## src/rtl/mc_pkg.sv

```systemverilog
// ---------------------------------------------------------------------------
// mc_pkg
// Shared definitions for the multi-cycle MIPS controller slice:
//   - opcode / funct field values of every supported instruction
//   - FSM state encoding (also exported on the debug state port)
//   - datapath mux codes (npcSel, toReg, grfSlt, extOp, aluOp, mdOp)
//   - decode_t, the bundle produced by mc_decoder for one instruction
// No ports; imported by every other file of the block.
// ---------------------------------------------------------------------------
package mc_pkg;

  localparam logic [5:0] OP_RTYPE = 6'b000000;
  localparam logic [5:0] OP_ORI   = 6'b001101;
  localparam logic [5:0] OP_LW    = 6'b100011;
  localparam logic [5:0] OP_SW    = 6'b101011;
  localparam logic [5:0] OP_BEQ   = 6'b000100;
  localparam logic [5:0] OP_LUI   = 6'b001111;
  localparam logic [5:0] OP_JAL   = 6'b000011;

  localparam logic [5:0] FN_ADDU  = 6'b100001;
  localparam logic [5:0] FN_SUBU  = 6'b100011;
  localparam logic [5:0] FN_MULT  = 6'b011000;
  localparam logic [5:0] FN_MULTU = 6'b011001;
  localparam logic [5:0] FN_DIV   = 6'b011010;
  localparam logic [5:0] FN_DIVU  = 6'b011011;
  localparam logic [5:0] FN_MFHI  = 6'b010000;
  localparam logic [5:0] FN_MFLO  = 6'b010010;
  localparam logic [5:0] FN_JR    = 6'b001000;

  typedef enum logic [2:0] {
    ST_FETCH  = 3'd0,
    ST_DECODE = 3'd1,
    ST_EXEC   = 3'd2,
    ST_MEM    = 3'd3,
    ST_WB     = 3'd4,
    ST_MDWAIT = 3'd5
  } state_e;

  typedef enum logic [1:0] {
    NPC_PC4    = 2'd0,
    NPC_BRANCH = 2'd1,
    NPC_JAL    = 2'd2,
    NPC_JR     = 2'd3
  } npcSel_e;

  typedef enum logic [1:0] {
    TOREG_ALU  = 2'd0,
    TOREG_DM   = 2'd1,
    TOREG_PC   = 2'd2,
    TOREG_HILO = 2'd3
  } toReg_e;

  typedef enum logic [1:0] {
    GRF_RT = 2'd0,
    GRF_RD = 2'd1,
    GRF_RA = 2'd2
  } grfSlt_e;

  typedef enum logic [1:0] {
    EXT_SIGN     = 2'd0,
    EXT_ZERO     = 2'd1,
    EXT_SIGN_SH2 = 2'd2,
    EXT_LUI      = 2'd3
  } extOp_e;

  typedef enum logic [1:0] {
    ALU_ADD = 2'd0,
    ALU_SUB = 2'd1,
    ALU_AND = 2'd2,
    ALU_OR  = 2'd3
  } aluOp_e;

  typedef enum logic [1:0] {
    MD_MULT  = 2'd0,
    MD_MULTU = 2'd1,
    MD_DIV   = 2'd2,
    MD_DIVU  = 2'd3
  } mdOp_e;

  typedef struct packed {
    logic    isAddu;
    logic    isSubu;
    logic    isOri;
    logic    isLw;
    logic    isSw;
    logic    isBeq;
    logic    isLui;
    logic    isJal;
    logic    isJr;
    logic    isMult;
    logic    isMultu;
    logic    isDiv;
    logic    isDivu;
    logic    isMfhi;
    logic    isMflo;
    logic    isUnknown;
    aluOp_e  aluOp;
    logic    aluB;
    extOp_e  extOp;
    mdOp_e   mdOp;
    grfSlt_e grfSlt;
    toReg_e  toReg;
    logic    hiloSel;
  } decode_t;

  // Any of the four HI/LO arithmetic instructions that go through MDWAIT.
  function automatic logic isMulDiv(decode_t d);
    return d.isMult | d.isMultu | d.isDiv | d.isDivu;
  endfunction

endpackage

```

## src/rtl/mc_if.sv

```systemverilog
// ---------------------------------------------------------------------------
// mc_if
// Groups the controller's instruction inputs and datapath control outputs.
//   master : controller side (drives enables/selects, reads instr/zero)
//   slave  : datapath side   (drives instr/zero, reads enables/selects)
// Signals: instr[31:0], zero, irWE, pcWE, npcSel[1:0], grfWE, grfSlt[1:0],
//          toReg[1:0], hiloSel, extOp[1:0], aluOp[1:0], aluB, dmWE,
//          mdStart, mdOp[1:0], mdBusy, state[2:0].
// ---------------------------------------------------------------------------
interface mc_if;
  logic [31:0] instr;
  logic        zero;
  logic        irWE;
  logic        pcWE;
  logic [1:0]  npcSel;
  logic        grfWE;
  logic [1:0]  grfSlt;
  logic [1:0]  toReg;
  logic        hiloSel;
  logic [1:0]  extOp;
  logic [1:0]  aluOp;
  logic        aluB;
  logic        dmWE;
  logic        mdStart;
  logic [1:0]  mdOp;
  logic        mdBusy;
  logic [2:0]  state;

  modport master (
    input  instr, zero,
    output irWE, pcWE, npcSel, grfWE, grfSlt, toReg, hiloSel,
           extOp, aluOp, aluB, dmWE, mdStart, mdOp, mdBusy, state
  );

  modport slave (
    output instr, zero,
    input  irWE, pcWE, npcSel, grfWE, grfSlt, toReg, hiloSel,
           extOp, aluOp, aluB, dmWE, mdStart, mdOp, mdBusy, state
  );
endinterface

```

## src/rtl/mc_decoder.sv

```systemverilog
// ---------------------------------------------------------------------------
// mc_decoder
// Purely combinational instruction decoder.
//   opcode_i[5:0] : instr[31:26]
//   funct_i[5:0]  : instr[5:0]
//   dec_o         : one-hot instruction class flags plus the per-instruction
//                   ALU/EXT/HI-LO/writeback fields (decode_t)
// ---------------------------------------------------------------------------
module mc_decoder
  import mc_pkg::*;
(
  input  logic [5:0] opcode_i,
  input  logic [5:0] funct_i,
  output decode_t    dec_o
);

  logic rtype;
  logic isAddu, isSubu, isOri, isLw, isSw, isBeq, isLui, isJal, isJr;
  logic isMult, isMultu, isDiv, isDivu, isMfhi, isMflo;

  assign rtype   = (opcode_i == OP_RTYPE);
  assign isAddu  = rtype && (funct_i == FN_ADDU);
  assign isSubu  = rtype && (funct_i == FN_SUBU);
  assign isMult  = rtype && (funct_i == FN_MULT);
  assign isMultu = rtype && (funct_i == FN_MULTU);
  assign isDiv   = rtype && (funct_i == FN_DIV);
  assign isDivu  = rtype && (funct_i == FN_DIVU);
  assign isMfhi  = rtype && (funct_i == FN_MFHI);
  assign isMflo  = rtype && (funct_i == FN_MFLO);
  assign isJr    = rtype && (funct_i == FN_JR);
  assign isOri   = (opcode_i == OP_ORI);
  assign isLw    = (opcode_i == OP_LW);
  assign isSw    = (opcode_i == OP_SW);
  assign isBeq   = (opcode_i == OP_BEQ);
  assign isLui   = (opcode_i == OP_LUI);
  assign isJal   = (opcode_i == OP_JAL);

  // Pack the class flags and derive the datapath fields. These fields depend
  // only on the instruction, so they stay constant for as long as the IR
  // holds it, which covers EXEC, MEM and WB without any extra registers.
  always_comb begin
    dec_o           = '0;
    dec_o.isAddu    = isAddu;
    dec_o.isSubu    = isSubu;
    dec_o.isOri     = isOri;
    dec_o.isLw      = isLw;
    dec_o.isSw      = isSw;
    dec_o.isBeq     = isBeq;
    dec_o.isLui     = isLui;
    dec_o.isJal     = isJal;
    dec_o.isJr      = isJr;
    dec_o.isMult    = isMult;
    dec_o.isMultu   = isMultu;
    dec_o.isDiv     = isDiv;
    dec_o.isDivu    = isDivu;
    dec_o.isMfhi    = isMfhi;
    dec_o.isMflo    = isMflo;
    dec_o.isUnknown = ~(isAddu | isSubu | isOri | isLw | isSw | isBeq |
                        isLui | isJal | isJr | isMult | isMultu | isDiv |
                        isDivu | isMfhi | isMflo);

    if (isSubu || isBeq) begin
      dec_o.aluOp = ALU_SUB;
    end else if (isOri) begin
      dec_o.aluOp = ALU_OR;
    end else begin
      dec_o.aluOp = ALU_ADD;
    end

    dec_o.aluB = isOri | isLw | isSw | isLui;

    if (isOri) begin
      dec_o.extOp = EXT_ZERO;
    end else if (isLui) begin
      dec_o.extOp = EXT_LUI;
    end else if (isBeq) begin
      dec_o.extOp = EXT_SIGN_SH2;
    end else begin
      dec_o.extOp = EXT_SIGN;
    end

    if (isMultu) begin
      dec_o.mdOp = MD_MULTU;
    end else if (isDiv) begin
      dec_o.mdOp = MD_DIV;
    end else if (isDivu) begin
      dec_o.mdOp = MD_DIVU;
    end else begin
      dec_o.mdOp = MD_MULT;
    end

    if (isJal) begin
      dec_o.grfSlt = GRF_RA;
    end else if (isAddu || isSubu || isMfhi || isMflo) begin
      dec_o.grfSlt = GRF_RD;
    end else begin
      dec_o.grfSlt = GRF_RT;
    end

    if (isJal) begin
      dec_o.toReg = TOREG_PC;
    end else if (isLw) begin
      dec_o.toReg = TOREG_DM;
    end else if (isMfhi || isMflo) begin
      dec_o.toReg = TOREG_HILO;
    end else begin
      dec_o.toReg = TOREG_ALU;
    end

    dec_o.hiloSel = isMfhi;
  end

endmodule

```

## src/rtl/mc_controller.sv

```systemverilog
// ---------------------------------------------------------------------------
// mc_controller
// Multi-cycle MIPS controller: sequences each instruction held in the IR
// through FETCH/DECODE/EXEC/MEM/WB (and MDWAIT for mult/div), asserting the
// datapath enables for each state.
//   clk   : system clock, rising edge
//   reset : synchronous, active-high; also masks every write enable
//   bus   : mc_if.master -- instr/zero in, all datapath controls out
// Parameters:
//   MULT_CYCLES : MDWAIT length for mult/multu (>= 1)
//   DIV_CYCLES  : MDWAIT length for div/divu   (>= 1)
//   CNT_W       : MD countdown width, 2**CNT_W > max(MULT_CYCLES, DIV_CYCLES)
// ---------------------------------------------------------------------------
module mc_controller
  import mc_pkg::*;
#(
  parameter int MULT_CYCLES = 5,
  parameter int DIV_CYCLES  = 10,
  parameter int CNT_W       = 4
) (
  input  logic clk,
  input  logic reset,
  mc_if.master bus
);

  state_e           state_q, state_d;
  logic [CNT_W-1:0] mdCnt_q, mdCnt_d;
  decode_t          dec;

  logic    rawIrWE, rawPcWE, rawGrfWE, rawDmWE, rawMdStart, rawMdBusy;
  npcSel_e npcSel;

  mc_decoder u_decoder (
    .opcode_i (bus.instr[31:26]),
    .funct_i  (bus.instr[5:0]),
    .dec_o    (dec)
  );

  // State register and MD countdown. Reset returns to FETCH from anywhere,
  // including mid-MDWAIT, and clears the counter so a stale count can never
  // shorten the next multiply/divide.
  always_ff @(posedge clk) begin
    if (reset) begin
      state_q <= ST_FETCH;
      mdCnt_q <= '0;
    end else begin
      state_q <= state_d;
      mdCnt_q <= mdCnt_d;
    end
  end

  // Next-state and per-state enables. Every enable defaults low so any state
  // or instruction that does not explicitly ask for a write behaves as a nop.
  // MDWAIT counts down from N-1 to 0, which keeps it for exactly N cycles.
  always_comb begin
    state_d    = ST_FETCH;
    mdCnt_d    = mdCnt_q;
    rawIrWE    = 1'b0;
    rawPcWE    = 1'b0;
    rawGrfWE   = 1'b0;
    rawDmWE    = 1'b0;
    rawMdStart = 1'b0;
    rawMdBusy  = 1'b0;
    npcSel     = NPC_PC4;

    case (state_q)
      ST_FETCH: begin
        rawIrWE = 1'b1;
        rawPcWE = 1'b1;
        npcSel  = NPC_PC4;
        state_d = ST_DECODE;
      end

      ST_DECODE: begin
        if (dec.isJal) begin
          rawGrfWE = 1'b1;
          rawPcWE  = 1'b1;
          npcSel   = NPC_JAL;
          state_d  = ST_FETCH;
        end else if (dec.isJr) begin
          rawPcWE = 1'b1;
          npcSel  = NPC_JR;
          state_d = ST_FETCH;
        end else if (dec.isUnknown) begin
          state_d = ST_FETCH;
        end else begin
          state_d = ST_EXEC;
        end
      end

      ST_EXEC: begin
        if (dec.isBeq) begin
          rawPcWE = bus.zero;
          npcSel  = NPC_BRANCH;
          state_d = ST_FETCH;
        end else if (dec.isLw || dec.isSw) begin
          state_d = ST_MEM;
        end else if (isMulDiv(dec)) begin
          rawMdStart = 1'b1;
          if (dec.isDiv || dec.isDivu) begin
            mdCnt_d = CNT_W'(DIV_CYCLES - 1);
          end else begin
            mdCnt_d = CNT_W'(MULT_CYCLES - 1);
          end
          state_d = ST_MDWAIT;
        end else begin
          state_d = ST_WB;
        end
      end

      ST_MEM: begin
        if (dec.isSw) begin
          rawDmWE = 1'b1;
          state_d = ST_FETCH;
        end else begin
          state_d = ST_WB;
        end
      end

      ST_WB: begin
        rawGrfWE = 1'b1;
        state_d  = ST_FETCH;
      end

      ST_MDWAIT: begin
        rawMdBusy = 1'b1;
        if (mdCnt_q == '0) begin
          state_d = ST_FETCH;
        end else begin
          mdCnt_d = mdCnt_q - CNT_W'(1);
          state_d = ST_MDWAIT;
        end
      end

      default: begin
        state_d = ST_FETCH;
      end
    endcase
  end

  // Output mux. Write enables and the MD start pulse are masked by reset so
  // an interrupted instruction cannot commit anything in the reset cycle;
  // the mux selects come straight from the decoder and are held for as long
  // as the IR holds the instruction.
  assign bus.irWE    = rawIrWE    & ~reset;
  assign bus.pcWE    = rawPcWE    & ~reset;
  assign bus.grfWE   = rawGrfWE   & ~reset;
  assign bus.dmWE    = rawDmWE    & ~reset;
  assign bus.mdStart = rawMdStart & ~reset;
  assign bus.mdBusy  = rawMdBusy;
  assign bus.npcSel  = npcSel;
  assign bus.grfSlt  = dec.grfSlt;
  assign bus.toReg   = dec.toReg;
  assign bus.hiloSel = dec.hiloSel;
  assign bus.extOp   = dec.extOp;
  assign bus.aluOp   = dec.aluOp;
  assign bus.aluB    = dec.aluB;
  assign bus.mdOp    = dec.mdOp;
  assign bus.state   = state_q;

endmodule

```

## src/flat_wrapper.sv

```systemverilog
// flat-port wrapper written by rule: the top's interface ports become plain ports
module mc_controller_flat import mc_pkg::*;
#(
  parameter int MULT_CYCLES = 5,
  parameter int DIV_CYCLES  = 10,
  parameter int CNT_W       = 4
)
  (clk, reset, bus_instr, bus_zero, bus_irWE, bus_pcWE, bus_npcSel, bus_grfWE, bus_grfSlt, bus_toReg, bus_hiloSel, bus_extOp, bus_aluOp, bus_aluB, bus_dmWE, bus_mdStart, bus_mdOp, bus_mdBusy, bus_state);
  mc_if bus_i ();
  input  logic clk;
  input  logic reset;
  input wire logic [$bits(bus_i.instr)-1:0] bus_instr;
  input wire logic [$bits(bus_i.zero)-1:0] bus_zero;
  output wire logic [$bits(bus_i.irWE)-1:0] bus_irWE;
  output wire logic [$bits(bus_i.pcWE)-1:0] bus_pcWE;
  output wire logic [$bits(bus_i.npcSel)-1:0] bus_npcSel;
  output wire logic [$bits(bus_i.grfWE)-1:0] bus_grfWE;
  output wire logic [$bits(bus_i.grfSlt)-1:0] bus_grfSlt;
  output wire logic [$bits(bus_i.toReg)-1:0] bus_toReg;
  output wire logic [$bits(bus_i.hiloSel)-1:0] bus_hiloSel;
  output wire logic [$bits(bus_i.extOp)-1:0] bus_extOp;
  output wire logic [$bits(bus_i.aluOp)-1:0] bus_aluOp;
  output wire logic [$bits(bus_i.aluB)-1:0] bus_aluB;
  output wire logic [$bits(bus_i.dmWE)-1:0] bus_dmWE;
  output wire logic [$bits(bus_i.mdStart)-1:0] bus_mdStart;
  output wire logic [$bits(bus_i.mdOp)-1:0] bus_mdOp;
  output wire logic [$bits(bus_i.mdBusy)-1:0] bus_mdBusy;
  output wire logic [$bits(bus_i.state)-1:0] bus_state;
  assign bus_i.instr = bus_instr;
  assign bus_i.zero = bus_zero;
  assign bus_irWE = bus_i.irWE;
  assign bus_pcWE = bus_i.pcWE;
  assign bus_npcSel = bus_i.npcSel;
  assign bus_grfWE = bus_i.grfWE;
  assign bus_grfSlt = bus_i.grfSlt;
  assign bus_toReg = bus_i.toReg;
  assign bus_hiloSel = bus_i.hiloSel;
  assign bus_extOp = bus_i.extOp;
  assign bus_aluOp = bus_i.aluOp;
  assign bus_aluB = bus_i.aluB;
  assign bus_dmWE = bus_i.dmWE;
  assign bus_mdStart = bus_i.mdStart;
  assign bus_mdOp = bus_i.mdOp;
  assign bus_mdBusy = bus_i.mdBusy;
  assign bus_state = bus_i.state;
  mc_controller #(.MULT_CYCLES(MULT_CYCLES), .DIV_CYCLES(DIV_CYCLES), .CNT_W(CNT_W)) u_core (.clk(clk), .reset(reset), .bus(bus_i));
endmodule
```

## config.mk

```make
export PLATFORM = sky130hd
export DESIGN_NAME = mc_controller_flat
export DESIGN_NICKNAME = d
export VERILOG_FILES = /design/src/rtl/mc_pkg.sv /design/src/rtl/mc_if.sv /design/src/rtl/mc_decoder.sv /design/src/rtl/mc_controller.sv /design/src/flat_wrapper.sv
export SDC_FILE = /design/constraint.sdc
export NUM_CORES = 1
export LEC_CHECK = 0
export CORE_ASPECT_RATIO = 1.25
export CORE_MARGIN = 4
export CORE_UTILIZATION = 36
export CTS_BUF_LIST = sky130_fd_sc_hd__clkbuf_4 sky130_fd_sc_hd__clkbuf_8 sky130_fd_sc_hd__clkbuf_16
export DETAILED_ROUTE_END_ITERATION = 10
export PLACE_DENSITY = 0.95
export SLEW_MARGIN = 20
export SYNTH_ARGS = -nofsm -noshare
export SYNTH_HDL_FRONTEND = slang
export SYNTH_SLANG_ARGS = --single-unit
```

## constraint.sdc

```tcl
create_clock -name clk -period 3.25 [get_ports clk]
set_clock_uncertainty 0.1 [all_clocks]
set_input_delay 0.4875 -clock clk [delete_from_list [all_inputs] [get_ports clk]]
set_output_delay 0.4875 -clock clk [all_outputs]
set_load 0.01 [all_outputs]
```

# Word-level counts from Yosys, hierarchy flattened

Index checks and enable logic that the tools add are counted.

Add/sub/neg operators: 1
Equal/unequal tests: 24
Multiplexer cells: 46
Bitwise logic cells: 26
Reductions and logical operators: 21

Operators by type and width:

| cell                                                                | number |
|---|---|
| 6-bit by 5-bit == test with 1-bit output (second input constant)    | 6 |
| 2-bit 2-to-1 mux                                                    | 15 |
| 6-bit == test (second input constant)                               | 4 |
| 4-bit 2-to-1 mux                                                    | 5 |
| 1-bit OR                                                            | 20 |
| 6-bit by 4-bit == test with 1-bit output (second input constant)    | 3 |
| 3-bit 2-to-1 mux                                                    | 6 |
| 1-bit 2-to-1 mux                                                    | 15 |
| 3-bit one-hot mux with 5 select lines                               | 1 |
| 1-bit logical AND                                                   | 9 |
| 4-bit one-hot mux with 2 select lines                               | 1 |
| 1-bit logical OR                                                    | 7 |
| 3-bit by 2-bit == test with 1-bit output (second input constant)    | 2 |
| 3-bit == test (second input constant)                               | 2 |
| 6-bit by 2-bit == test with 1-bit output (second input constant)    | 1 |
| 6-bit by 3-bit == test with 1-bit output (second input constant)    | 1 |
| 6-bit logical NOT                                                   | 1 |
| 2-bit != test (second input constant)                               | 3 |
| 1-bit AND                                                           | 5 |
| 5-bit AND reduction                                                 | 1 |
| 4-bit logical NOT                                                   | 1 |
| 2-bit one-hot mux with 2 select lines                               | 1 |
| 4-bit by 1-bit subtractor with 4-bit output (second input constant) | 1 |
| 3-bit by 1-bit == test with 1-bit output (second input constant)    | 1 |
| 6 further kinds                                                     | 6 |

Register bits after elaboration: 7
Input port bits: 35
Output and inout bits: 23
Logic and storage cells: 120

# Logic depth before layout (Yosys ltp)

Gate-level depths: netlist (run 1).

Word-level depth: 20
Mapped depth: 7
Depth with buffers taken out: 7

# By module

A second synthesis (run 1) with hierarchy kept.

Cell total of the unflattened synthesis: 149
Area, all modules: 1,024.7 sq um

By module, submodules not included:

| module        | times used | cells an instance | area an instance (sq um) | seq. area each (sq um) |
|---|---|---|---|---|
| mc_controller | 1          | 72                | 543.0                    | 140.1 |
| mc_decoder    | 1          | 77                | 481.7                    | 0.0 |

# Worst setup path before layout (run 1)

No wires, ideal clock.

Path kind: input port to output port
Start point: in bus_instr[31]
End point: out bus_npcSel[0]
Arrival: 1.936 ns
Data required time: 2.662 ns
Slack: 0.727 ns
Stages: 5
Buffers on the path: 0
Cells stage by stage: or4_4 > nor2_1 > nand3_1 > or4b_1 > a21oi_1

Cells in the longest elaborated chain, start to end: 5
Elaborated cells between the ends (all ways): 8
Those cells by class: 2 x eq/ne; 4 x mux; 2 x reduce/logical

RTL lines:

| item                                    | RTL line            | RTL |
|---|---|---|
| start, declared                         | flat_wrapper.sv:12  | `input wire logic [$bits(bus_i.instr)-1:0] bus_instr;` |
| 6-bit logical NOT                       | mc_decoder.sv:21    | `assign rtype = (opcode_i == OP_RTYPE);` |
| 1-bit logical AND                       | mc_decoder.sv:30    | `assign isJr = rtype && (funct_i == FN_JR);` |
| 2-bit 2-to-1 mux                        | mc_controller.sv:80 | `end else if (dec.isJr) begin` |
| 2-bit 2-to-1 mux                        | mc_controller.sv:75 | `if (dec.isJal) begin` |
| 2-bit one-hot mux with 2 select lines * | mc_controller.sv:66 | `case (state_q)` |
| end, declared                           | flat_wrapper.sv:16  | `output wire logic [$bits(bus_i.npcSel)-1:0] bus_npcSel;` |

Every way passes the cells marked *; elsewhere a longest branch is shown, timed or not.

# Final worst setup path (run 1)

Start point: in bus_instr[31]
End point: out bus_mdStart

Cells in the longest elaborated chain, start to end: 10
Elaborated cells between the ends (all ways): 17
Those cells by class: 3 x eq/ne; 4 x mux; 4 x bitwise; 6 x reduce/logical

RTL lines:

| item                                 | RTL line                           | RTL |
|---|---|---|
| 6-bit logical NOT                    | mc_decoder.sv:21                   |  |
| 1-bit logical AND (on tied branches) | mc_decoder.sv:24, mc_decoder.sv:25 |  |
| 1-bit OR (3 in a row)                | mc_pkg.sv:108                      | `return d.isMult \| d.isMultu \| d.isDiv \| d.isDivu;` |
| 1-bit 2-to-1 mux                     | mc_controller.sv:98                | `end else if (isMulDiv(dec)) begin` |
| 1-bit 2-to-1 mux                     | mc_controller.sv:96                | `end else if (dec.isLw \|\| dec.isSw) begin` |
| 1-bit 2-to-1 mux *                   | mc_controller.sv:92                | `if (dec.isBeq) begin` |
| 1-bit 2-to-1 mux *                   | mc_controller.sv:66                |  |
| 1-bit AND *                          | mc_controller.sv:149               | `assign bus.mdStart = rawMdStart & ~reset;` |
| end, declared                        | flat_wrapper.sv:25                 | `output wire logic [$bits(bus_i.mdStart)-1:0] bus_mdStart;` |

Marked as above.

==> metrics, run 1 <==
crit path time final about 3.2 ns; Primary FF master, synth dfxtp_1; setup ws final around 0.10 ns; global-route wire length before repair between 4000 and 5000 um; Synth Area in Adders roughly 1.7%; die height between 50 and 60 um; syn_nets roughly 150; Worst-Skew Late Latency ~0.26 ns; I/O Buffers 37; Residual DRC 0; Syn. warnings 0; Avg Synthesized Cell Area about 6.9 um^2; CP bufs+invs 3; post-synthesis compound-gate area fraction between 20% and 30%; slew margin rel. 68.1%; Synth Instances about 110; Slew @ Worst Pin between 0.4 and 0.5 ns; Max Cap Violations 0; mux contribution to synthesized area 0%; Hold Path Class register to register; Critical Path AT roughly 2.6 ns; Critical-path top delay cell or4_4; Synth Area in XOR/XNOR 0%; Tcrit/Tclk final a little over nine tenths; count leader, synth nor2_1; WHS between 0.3 and 0.4 ns; grt ovf 0; sequential-to-total area share from yosys stat a little under a fifth; Leak 0.617 nW; CP endpoint kind output pin; Tot GR Track Use about a fifth; status complete, no violations; largest family of logic cells by synthesized area simple AND/OR/NAND/NOR gates; RePlAce Congestion 0.889; Crit Path Class input port to output pin; layout cells sized above 1 ~28%; vias per cell roughly 5.9; crit-path cells clkdlybuf4s50_1 > or4_4 > buf_4 > or2_2 > nor4_1 > dlygate4sd2_1; ys async rst share 0%; WL per Instance approximately 15 um; Slew Limit Fails 0; Post-synth EDFFs 0; CP max stage delay approximately 0.56 ns; Multi-input gate area roughly 600 um^2; synth top area cells dfxtp_1, nor2_1, nand2_1; WP data required approximately 2.7 ns; # rows 18; post-synth cell types 42; Netlist Area Pre-Place 751 um^2; Storage cell area around 140 um^2; RSZ-0062 raised after global routing false; initial antenna violation count 0; H-tree depth 1; worst-path fanout max 3; Ports 58; cell type with the largest total area after synthesis dfxtp_1; DR iter-0 viols 46; dpl ws -0.275 ns; filler cell count 172; fmax between 300 and 400 MHz; CTS Buf Count 3; Die ar. a little under 3000 um^2; Max VDD drop between 0.0001 and 0.00015 V; clk root buf clkbuf_4; CP Launch Type input port; Synth top cells by count nor2_1, nand2_1, a21oi_1, dfxtp_1, o21ai_0; clock buffer depth 2; largest net degree at the start of global routing 16; CTS tree done; Pwr per Cell Area between 150 and 200 nW/um^2; Final ANT Viol Nets 0; drt first pass iters 4; final count of hold timing violations 0; Inserted Diodes 0; HPWL after DPL 2190 um; # nets final approximately 200; top cell type's share of synthesized area 18.7%; Syn-to-layout area delta 81.3%; Core ar. around 2000 um^2; Clock Sinks 7; Initial Util a little under two fifths; Final setup viols 0; Synth Area in Simple Gates between 40% and 50%; die width just under 50 um; number of synthesized register bits 7; clock slew at reported path FFs ~0.05 ns; Crit path max-delay family simple AND/OR/NAND/NOR gates; Via Count 1,108; vias in the first global route 1,044; Routed WL about 2800 um
==> tightest hold or removal path, cell delays in order (launching register included) <==
cell and delay, ns:
dfxtp_1 0.32, nand2_1 0.07, a21oi_2 0.04
==> registers in the layout, summed over array words and instances (netlist names) <==
register,cells
u_core.mdCnt_q,4
u_core.bus.state,3
==> cell usage in the layout (no fill, tap or decap), types with 2 or more instances in the layout <==
master,synthesis,final
buf_4,1,23
o21ai_0,7,7
nand3_1,4,4
nor3_2,0,2
clkdlybuf4s50_1,0,26
nor4_1,3,3
nor3_1,6,4
inv_1,6,6
dlygate4sd2_1,0,7
nand2b_1,3,3
nand2_1,11,10
nand3b_1,4,4
or3_1,2,2
clkbuf_4,0,4
or2_2,2,2
dlymetal6s2s_1,0,3
a21oi_1,7,7
dfxtp_1,7,7
and2_2,2,2
o21a_1,2,2
nand4_1,2,2
nor2_1,12,10
==> power breakdown <==
group          total [mW]  internal (mW)  switching, mW  leakage [nW]
clock network      0.0920         0.0555         0.0365        0.0184
logic              0.0769         0.0432         0.0337         0.541
registers          0.0901         0.0871        0.00299        0.0567
total               0.259          0.186         0.0732         0.617
==> cell type report <==
cell class,count,share of cell area [%]
multi-input cells,92,44.6
repair buffers,60,39.4
clock buffers,4,2.21
flip-flops and latches,7,10.3
inverters,6,1.65
well taps,20,1.84
==> timing repair <==
item,CTS,global route
setup buffers,0,1
pin swaps,1,1
cloned,0,0
resized for setup,15,6
endpoints found under the setup margin,10,3
hold buffers,0,0
==> stage by stage <==
stage	TNS, ns	power [mW]	instance area (um^2)	cells	utilization [%]
after floorplan	0	0.114	751	109	-
after global placement	-1.50	0.163	1290	184	65.2
after detailed placement	-1.92	0.165	1290	184	65.2
after CTS	0	0.259	1340	188	67.7
after global routing	0	0.273	1360	189	68.7
final	0	0.259	1360	189	68.7
==> metal layers <==
| layer | track usage [%] | wire (um) | vias up |
|---|---|---|---|
| met5 | 0 | 0 | - |
| li1 | - | - | 523 |
| met4 | 15.0 | 144 | 0 |
| met2 | 35.1 | 1410 | 55 |
| met1 | 19.7 | 1080 | 512 |
| met3 | 2.27 | 147 | 18 |
==> worst paths after layout <==
path	from	end	slack, ns	cells past startpoint
worst max-delay path	bus_instr[31]	bus_mdStart	0.1	6
worst min-delay path	u_core.mdCnt_q[1]$_SDFFE_PP0P_	u_core.mdCnt_q[1]$_SDFFE_PP0P_	0.38	2
worst max register to register	u_core.bus.state[1]$_SDFF_PP0_	u_core.mdCnt_q[1]$_SDFFE_PP0P_	1.32	6
worst min register to register	u_core.mdCnt_q[1]$_SDFFE_PP0P_	u_core.mdCnt_q[1]$_SDFFE_PP0P_	0.38	2
==> logic make-up (layout without fill, tap and decap cells) <==
family	Yosys count	in the layout
fa+ha+maj	1	1
buf+inv	10	70
flops	7	7
simple gates	62	62
compound gates	29	29
No activity file was read; power rests on OpenSTA's default activity.
==> run 2: changes to the inputs <==
--- a/config.mk
+++ b/config.mk
@@ -6,7 +6,6 @@
 export NUM_CORES = 1
 export LEC_CHECK = 0
 export CORE_ASPECT_RATIO = 1.25
-export CORE_MARGIN = 4
 export CORE_UTILIZATION = 36
 export CTS_BUF_LIST = sky130_fd_sc_hd__clkbuf_4 sky130_fd_sc_hd__clkbuf_8 sky130_fd_sc_hd__clkbuf_16
 export DETAILED_ROUTE_END_ITERATION = 10
==> constraint.sdc (replaced) <==
create_clock -name clk -period 3.25 [get_ports clk]
set_clock_uncertainty 0.1 [all_clocks]
set_input_delay 0.4875 -clock clk [delete_from_list [all_inputs] [get_ports clk]]
set_output_delay 0.4875 -clock clk [all_outputs]
set_load 0.02 [all_outputs]
==> run 2 against run 1 <==
Clock power is 0.8% lower; highest routed layer unchanged; register-to-register slack hardly changed; critical endpoint is now bus_aluOp[0]; core utilization is 0.68 points lower; via count is 3.2% lower; global-route usage is 4.6 points higher; cell area is 2.1% lower; critical path type unchanged.
==> metrics, run 2 (same netlist as run 1, synthesis figures left out) <==
Core ar. approximately 2000 um^2; final count of hold timing violations 0; die width ~43 um; I/O Buffers 37; crit path time final 3.18 ns; RSZ-0062 raised after global routing false; H-tree depth 1; fmax about 310 MHz; global-route wire length before repair a little over 4000 um; WP data required around 2.7 ns; Clk pwr share a little over a third; # rows 18; setup ws final between 0.06 and 0.07 ns; DP Cell Count ~180; Final ANT Viol Nets 0; Slew @ Worst Pin about 0.49 ns; CTS Buf Count 3; R2R cell count 6; CTS tree done; worst-path fanout max 3; total chip power ~0.26 mW; drt first pass iters 5; vias per cell 5.67; WHS between 0.3 and 0.4 ns; Largest register FFs 4; fin cells ~190; CP endpoint kind output pin; largest net degree at the start of global routing 16; Hold-fix buffers, CTS 0; HPWL after DPL between 2000 and 2500 um; WL per Instance 14.1 um; filler cell count roughly 160; Syn-to-layout area delta 77.5%; Tot GR Track Use a little under a quarter; slew margin rel. between 60 and 70%; grt ovf 0; dpl ws -0.356 ns; Critical Path AT between 2 and 3 ns; Logic pwr share between 30% and 40%; RePlAce Congestion between 0.8 and 0.9; Initial Util 38.3%; Via Count between 1,000 and 1,500; Max Cap Violations 0; clk root buf clkbuf_4; layout cells sized above 1 between 20% and 30%; Internal 0.186 mW; clock slew at reported path FFs around 0.05 ns; Routed WL roughly 2700 um; CP Launch Type input port; Die ar. approximately 2300 um^2; Slew Limit Fails 0; NetSw 0.0749 mW; Max VDD drop between 0.0001 and 0.00015 V; Tcrit/Tclk final between 90% and 100%; vias in the first global route between 900 and 1,000; clock buffer depth 2; Leak 0.600 nW; Hold Path Class register to register; Ports 58; Clock Sinks 7; commonest non-fill, non-tap cells in the layout clkdlybuf4s50_1, buf_4, nor2_1, nand2_1; hold depth 2; switching part of the total power 28.7%; initial antenna violation count 0; # nets final 206; status complete, no violations; DR iter-0 viols 33; Residual DRC 0; Worst-Skew Late Latency approximately 0.26 ns; Reg power frac 34.5%; final core utilization between 60% and 70%; commonest non-fill, non-tap cell in the layout clkdlybuf4s50_1; register bank with the most flops u_core.mdCnt_q; die height 53.1 um; Final setup viols 0; Inserted Diodes 0; Pwr per Cell Area 196 nW/um^2; Crit Path Class input port to output pin
run 2: cell types whose count changed in the layout (fill, tap and decap cells not counted), sizes merged:
cell | before | now
buf | 23 | 24
clkbuf | 5 | 7
dlygate4sd2 | 7 | 5
dlymetal6s2s | 3 | 2
run 2: power by group through the flow:
stage | combinational [mW] | sequential (mW) | clock [mW]
2_1_floorplan | 0.0263 | 0.0911 | 0
3_3_place_gp | 0.0745 | 0.0918 | 0
3_5_place_dp | 0.0769 | 0.0919 | 0
4_1_cts | 0.0785 | 0.0900 | 0.0911
5_1_grt | 0.0848 | 0.0903 | 0.0946
6_report | 0.0796 | 0.0902 | 0.0913
run 2: final timing paths:
kind / start / to / slack (ns)
worst max-delay path: bus_instr[31] / bus_aluOp[0] / 0.07
worst min-delay path: u_core.mdCnt_q[1]$_SDFFE_PP0P_ / u_core.mdCnt_q[1]$_SDFFE_PP0P_ / 0.39
worst max register to register: u_core.bus.state[1]$_SDFF_PP0_ / u_core.mdCnt_q[1]$_SDFFE_PP0P_ / 1.31
worst min register to register: u_core.mdCnt_q[1]$_SDFFE_PP0P_ / u_core.mdCnt_q[1]$_SDFFE_PP0P_ / 0.39
run 2: metrics by stage:
step / TNS (ns) / cell area, um^2
5_1_grt: 0 / 1330
3_3_place_gp: -2.04 / 1290
6_report: 0 / 1330
3_5_place_dp: -2.39 / 1290
4_1_cts: 0 / 1340
2_1_floorplan: 0 / 751
run 2: worst max-delay path: stages:
cell             delay (ns)
clkdlybuf4s50_1        0.42
or4_4                  0.56
buf_4                  0.16
or2_2                  0.29
nor2_1                 0.15
nand4_1                0.12
nand2_1                0.07
dlygate4sd2_1          0.33
run 2: area by class of cell:
| cell class | instances | area [um^2] | share of cell area [%] |
|---|---|---|---|
| Inverter | 6 | 22.5 | 1.69 |
| Multi-Input combinational cell | 92 | 593 | 44.5 |
| Sequential cell | 7 | 140 | 10.5 |
| Clock buffer | 4 | 30.0 | 2.25 |
| Timing Repair Buffer | 60 | 522 | 39.2 |
| Tap cell | 20 | 25.0 | 1.88 |
run 2: repair_timing:
item | in CTS | in global routing
resized for setup | 15 | 12
endpoints found under the hold margin | 0 | 0
endpoints found under the setup margin | 10 | 6
buffers inserted | 0 | 1
pin swaps | 0 | 0
run 2: metal layers:
metal | vias to the layer above | part of all wire [%] | track usage, %
met1 | 495 | 39 | 26.2
met4 | 0 | 1.4 | 9.90
met5 | - | 0 | 0
met3 | 6 | 3.7 | 2.39
met2 | 47 | 55 | 45.5
li1 | 524 | - | -
